[config.mk]
export PLATFORM = sky130hd
export DESIGN_NAME = tff_counter
export DESIGN_NICKNAME = d
export VERILOG_FILES = /design/src/rtl/tff_counter_pkg.sv /design/src/rtl/tff_cell.sv /design/src/rtl/tff_counter.sv
export SDC_FILE = /design/constraint.sdc
export NUM_CORES = 1
export LEC_CHECK = 0
export BUFFER_PORTS_ARGS = -buffer_cell sky130_fd_sc_hd__buf_2
export CORE_AREA = 4 4 41 43
export DETAILED_ROUTE_END_ITERATION = 8
export DIE_AREA = 0 0 45 47
export HOLD_SLACK_MARGIN = 0.03
export PLACE_DENSITY = 0.53
export RECOVER_POWER = 100
export SLEW_MARGIN = 15
export SYNTH_ARGS = -nofsm -noshare
export SYNTH_HDL_FRONTEND = slang
export SYNTH_HIERARCHICAL = 1
export SYNTH_SLANG_ARGS = --single-unit
[constraint.sdc]
create_clock -name clk -period 3.4 [get_ports clk]
set_clock_uncertainty 0.05 [all_clocks]
set_input_delay 0.68 -clock clk [delete_from_list [all_inputs] [get_ports clk]]
set_output_delay 0.68 -clock clk [all_outputs]
set_load 0.03 [all_outputs]
[src/rtl/tff_counter_pkg.sv]
// tff_counter_pkg: mode encodings shared by the counter and its users.
package tff_counter_pkg;
  typedef enum logic [1:0] {
    MODE_HOLD = 2'b00,
    MODE_UP   = 2'b01,
    MODE_DOWN = 2'b10,
    MODE_LOAD = 2'b11
  } mode_e;
endpackage

[src/rtl/tff_cell.sv]
// tff_cell: single T flip-flop with synchronous active-high reset to 0.
module tff_cell (
  input  logic clk,
  input  logic rst,
  input  logic t,
  output logic q
);
  always_ff @(posedge clk) q <= rst ? 1'b0 : q ^ t;
endmodule

[src/rtl/tff_counter.sv]
// tff_counter: modulus counter built from T flip-flop cells; next Q is always Q ^ t.
module tff_counter
  import tff_counter_pkg::*;
#(
  parameter int WIDTH    = 4,
  parameter int MAX_VAL  = 2**WIDTH-1,
  parameter int SATURATE = 0
) (
  input  logic             clk,
  input  logic             rst,
  input  logic             en,
  input  logic [1:0]       mode,
  input  logic [WIDTH-1:0] load_val,
  output logic [WIDTH-1:0] Q,
  output logic             tc,
  output logic             wrap
);
  localparam logic [WIDTH-1:0] MAX = WIDTH'(MAX_VAL);
  localparam bit SAT = SATURATE != 0;
  logic [WIDTH-1:0] t, up_t, dn_t, ld_v;
  logic at_max, at_min, wrap_d, wrap_q;
  assign up_t[0] = 1'b1;
  assign dn_t[0] = 1'b1;
  for (genvar g = 1; g < WIDTH; g++) begin : g_tog
    assign up_t[g] = &Q[g-1:0];
    assign dn_t[g] = ~|Q[g-1:0];
  end
  for (genvar g = 0; g < WIDTH; g++) begin : g_cell
    tff_cell u_cell (.clk(clk), .rst(rst), .t(t[g]), .q(Q[g]));
  end
  assign at_max = Q == MAX;
  assign at_min = Q == '0;
  assign ld_v   = load_val > MAX ? MAX : load_val;
  // At a bound, wrap toggles straight to the opposite bound; saturate freezes.
  always_comb begin
    t = !en                 ? '0 :
        mode == MODE_UP     ? (at_max ? (SAT ? '0 : Q) : up_t) :
        mode == MODE_DOWN   ? (at_min ? (SAT ? '0 : Q ^ MAX) : dn_t) :
        mode == MODE_LOAD   ? Q ^ ld_v : '0;
    tc     = en & ((mode == MODE_UP & at_max) | (mode == MODE_DOWN & at_min));
    wrap_d = tc & ~SAT;
  end
  always_ff @(posedge clk) wrap_q <= rst ? 1'b0 : wrap_d;
  assign wrap = wrap_q;
endmodule

; ---- Word-level counts from Yosys, hierarchy flattened
; Index checks and enable logic that the tools add are counted.
[totals]
ff_bits = 5
input_bits = 9
output_inout_bits = 6
elab_cells = 35
[classes]
n_lt_le_gt_ge = 1
eq_ne = 4
mux = 7
bitwise_logic = 10
n_reduce_logical = 8
[op_table]
columns = cell, count
row1 = $mux W4, 7
row2 = $eq A2 B2 Y1 const B, 2
row3 = $eq A4 B4 Y1 const B, 1
row4 = $gt A4 B4 Y1 const B, 1
row5 = $logic_not A4 Y1, 1
row6 = $not A4 Y4, 1
row7 = $xor A1 B1 Y1, 4
row8 = $xor A4 B4 Y4, 1
row9 = $and A1 B1 Y1, 3
row10 = $logic_not A1 Y1, 3
row11 = $reduce_and A3 Y1, 1
row12 = $reduce_or A3 Y1, 1
row13 = $eq A2 B1 Y1 const B, 1
row14 = $reduce_and A2 Y1, 1
row15 = $reduce_or A2 Y1, 1
row16 = $or A1 B1 Y1, 1

; ---- Logic depth before layout (Yosys ltp)
[depth]
word_depth = 8
mapped_depth = 5
depth_no_buf = 5

; ---- Cells and area by module
; Netlist, hierarchy kept.
[modules_own_cells]
columns = module, instances, cells_each, area_each_um2, seq_area_each_um2
row1 = tff_counter, 1, 26, 183.9, 20.0
row2 = tff_cell, 4, 3, 32.5, 20.0

; ---- Worst setup path before layout
; OpenSTA, ideal clock, no wires.
[synth_path]
path_kind = input-to-output
from = input port mode[0]
to = output port tc
arrival_time_ps = 1333
required_time_ps = 2670
path_slack_ps = 1337
stages = 3
n_path_buf = 0
cell_sequence = nor4b_2 nand2_1 nand2_1
[synth_via]
elab_chain_len = 4
word_cells_on_any_way = 6
cone_classes = eq/ne: 2 / bitwise: 4
[synth_lines]
columns = item, line
row1 = start: declaration, tff_counter.sv:12  ; input logic [1:0] mode,
row2 = $eq A2 B1 Y1 / $eq A2 B2 Y1 (equally long branches), tff_counter.sv:40  ; tc = en & ((mode == MODE_UP & at_max) | (mode == MODE_DOWN & at_min));
row3 = $and A1 B1 Y1, tff_counter.sv:40
row4 = $or A1 B1 Y1 (*), tff_counter.sv:40
row5 = $and A1 B1 Y1 (*), tff_counter.sv:40
row6 = end: declaration, tff_counter.sv:15  ; output logic tc,
; Mark *: on every way between the ends. The rest lies on a longest branch, timed or not.

; ---- Final worst setup path
; Ends and elaborated chain as after synthesis.

==> flow_metrics.tcl <==
set metrics [dict create \
    die_x_um 45 \
    critPathLaunchType "input port" \
    place_congestion 0.7198 \
    grt_pass1_vias 287 \
    clk_pin_slew_ns 0.04 \
    synth.ff_latch_count 5 \
    whs_path_depth 2 \
    clock_power_share 0.341 \
    r2r_slack_ns 1.95 \
    synth.area.top_cells "dfxtp_1 32%, xnor2_1 17%, nor2_1 7.2%" \
    finalSetupViolations 0 \
    overflow 0 \
    area_growth_syn_to_layout_pct 31.87 \
    synth.yosys.seq_area_share 0.3187 \
    die_y_um 47 \
    leakagePower_nw 0.1666 \
    initial_core_util 0.2413 \
    synth_top_cell_by_area "dfxtp_1" \
    hold_path_class "reg -> reg" \
    r2r_start "g_cell[1].u_cell/q" \
    synth.top_cell.area_share 0.3187 \
    min_from "g_cell[3].u_cell/q" \
    p_int_mw 0.1320 \
    status "complete, no violations" \
    fin_crit_sh 0.7697 \
    switching_power_mw 0.06580 \
    cts_hold_buffers 0 \
    r2r-end "g_cell[3].u_cell/q" \
    final_hold_viol_count 0 \
    synthesis.nets 47 \
    routed_wl_um 727 \
    seqCellArea_um2 100.1 \
    cts_resized 0 \
    io_pins 15 \
    max_slew_margin 0.6629 \
    hpwl_um 560 \
    syn_area_um2 314.1 \
    vias 321 \
    cts_buffer_depth 2 \
    rsz0062_at_grt "false" \
    ant_nets 0 \
    timing.setup.tns_ns 0 \
    port_buffers 14 \
    n_antenna_cell 0 \
    grt_pass1_wl_mm 1.124 \
    slew_viol_final 0 \
    total_power_mw 0.1978 \
    track_usage 0.07747 \
    fin_hold_ws_ns 0.5288 \
    coreArea_mm2 0.001301 \
    cp.required_ns 2.67 \
    multi_input_area_um2 203.9 \
    cap_violations 0 \
    yosysWarnings 6 \
    switching_share 0.3327 \
    final_nets 66 \
    ff2ff_path_depth 5 \
    worstPathArrival_ns 1.89 \
    drtIter0Drc 3 \
    crit_type "in -> out" \
    syn_avg_cell_area_um2 8.265 \
    drc 0 \
    syn_inst 38 \
    antenna_found_initial 0 \
    viasPerCell 4.521 \
    cts_setup_buffers 0 \
    worst-path-max-fanout 8 \
    ir_worst_vdd_mv 0.1809 \
    drive_gt1_frac 0.1786 \
    avgRoutedWirePerCell_um 10.24 \
    max_freq_mhz 382.1 \
    htree_levels 1 \
    layout_commonest_cell "clkbuf_1" \
    clock-sinks 5 \
    fillers 159 \
    startpoint "mode[0]" \
    end_kind "output port" \
    insertion_delay_ns 0.24 \
    combPwrFrac 0.278 \
    power_density_mw_per_mm2 477.6 \
    hold_path_end "wrap" \
    firstDrtPassIters 3 \
    placementRows 13 \
    finalCriticalPeriod_ns 2.617 \
    synth_cell_types 17 \
    tightest_slew_ns 0.4987 \
    cts_tree "done" \
    grt_max_degree 9 \
    cts_root_buf "clkbuf_4" \
    p_seq_frac 0.381 \
    die_area_mm2 0.002115 \
    cts_buffers 3 \
    final_cell_mix "8 x clkbuf_1, 7 x buf_2, 6 x xnor2_1, 6 x nor2_1, 5 x dfxtp_1" \
]
## how the worst max path moves through the flow
stage / end / slack, ns / depth (start not counted)
2_1_floorplan: tc / 1.34 / 3
3_3_place_gp: tc / 1.12 / 5
3_5_place_dp: tc / 1.09 / 5
4_1_cts: tc / 1.09 / 5
5_1_grt: tc / 0.65 / 5
6_report: tc / 0.78 / 5
## layout make-up
class,count,share of cell area
flip-flops and latches,5,0.2417
repair buffers,14,0.1480
multi-input cells,32,0.4924
clock buffers,4,0.06344
well taps,15,0.04532
inverters,1,0.009063
## registers in the layout, indices dropped and copies added (netlist names)
name	flops
g_cell.u_cell/q	4
wrap	1
## routing by layer
layer	track usage	up-vias	wire length, um	part of all wire
met1	0.09112	141	335	0.46
met5	0	-	0	0
met3	0.01533	2	31	0.043
li1	-	173	-	-
met4	0.1053	0	13	0.018
met2	0.1017	5	348	0.48
## cell usage after synthesis, drive strengths merged
master,instances
and4b,2
inv,1
nand3b,1
nor4b,1
a31oi,1
o31a,1
a21oi,2
nor3b,1
xnor2,6
o21ai,3
nor2,6
nand2,4
nand4,1
xor2,2
o22ai,1
dfxtp,5
## critical path, stage by stage
cell      delay (ns)
clkbuf_1        0.16
nor4b_1         0.53
nand2_1         0.13
nand2_1         0.08
clkbuf_1        0.30
## metrics by stage
step                        util  worst slack, ns  cell area (um2)  std cells
after floorplan                -            1.337            314.1         38
after detailed placement  0.3096            1.091            402.9         67
final                     0.3183           0.7829            414.1         71
after global routing      0.3183           0.6534            414.1         71
after CTS                 0.3298            1.085            429.2         71
after global placement    0.3096            1.116            402.9         67
## cell families (layout without fill, tap and decap cells)
group,Yosys count,in the layout,share of synthesized area
compound gates,8,8,0.1474
xor+xnor,8,8,0.2231
buf+inv,1,19,0.01194
flops,5,5,0.3187
simple gates,16,16,0.2988
## power by group through the flow
| stage | logic, mW | registers [mW] | clock network [mW] |
|---|---|---|---|
| 2_1_floorplan | 0.0280 | 0.0872 | 0 |
| 3_3_place_gp | 0.0581 | 0.0769 | 0 |
| 3_5_place_dp | 0.0577 | 0.0769 | 0 |
| 4_1_cts | 0.0584 | 0.0758 | 0.0716 |
| 5_1_grt | 0.0606 | 0.0771 | 0.0758 |
| 6_report | 0.0550 | 0.0753 | 0.0675 |
Power figures use the tool's default switching activity.
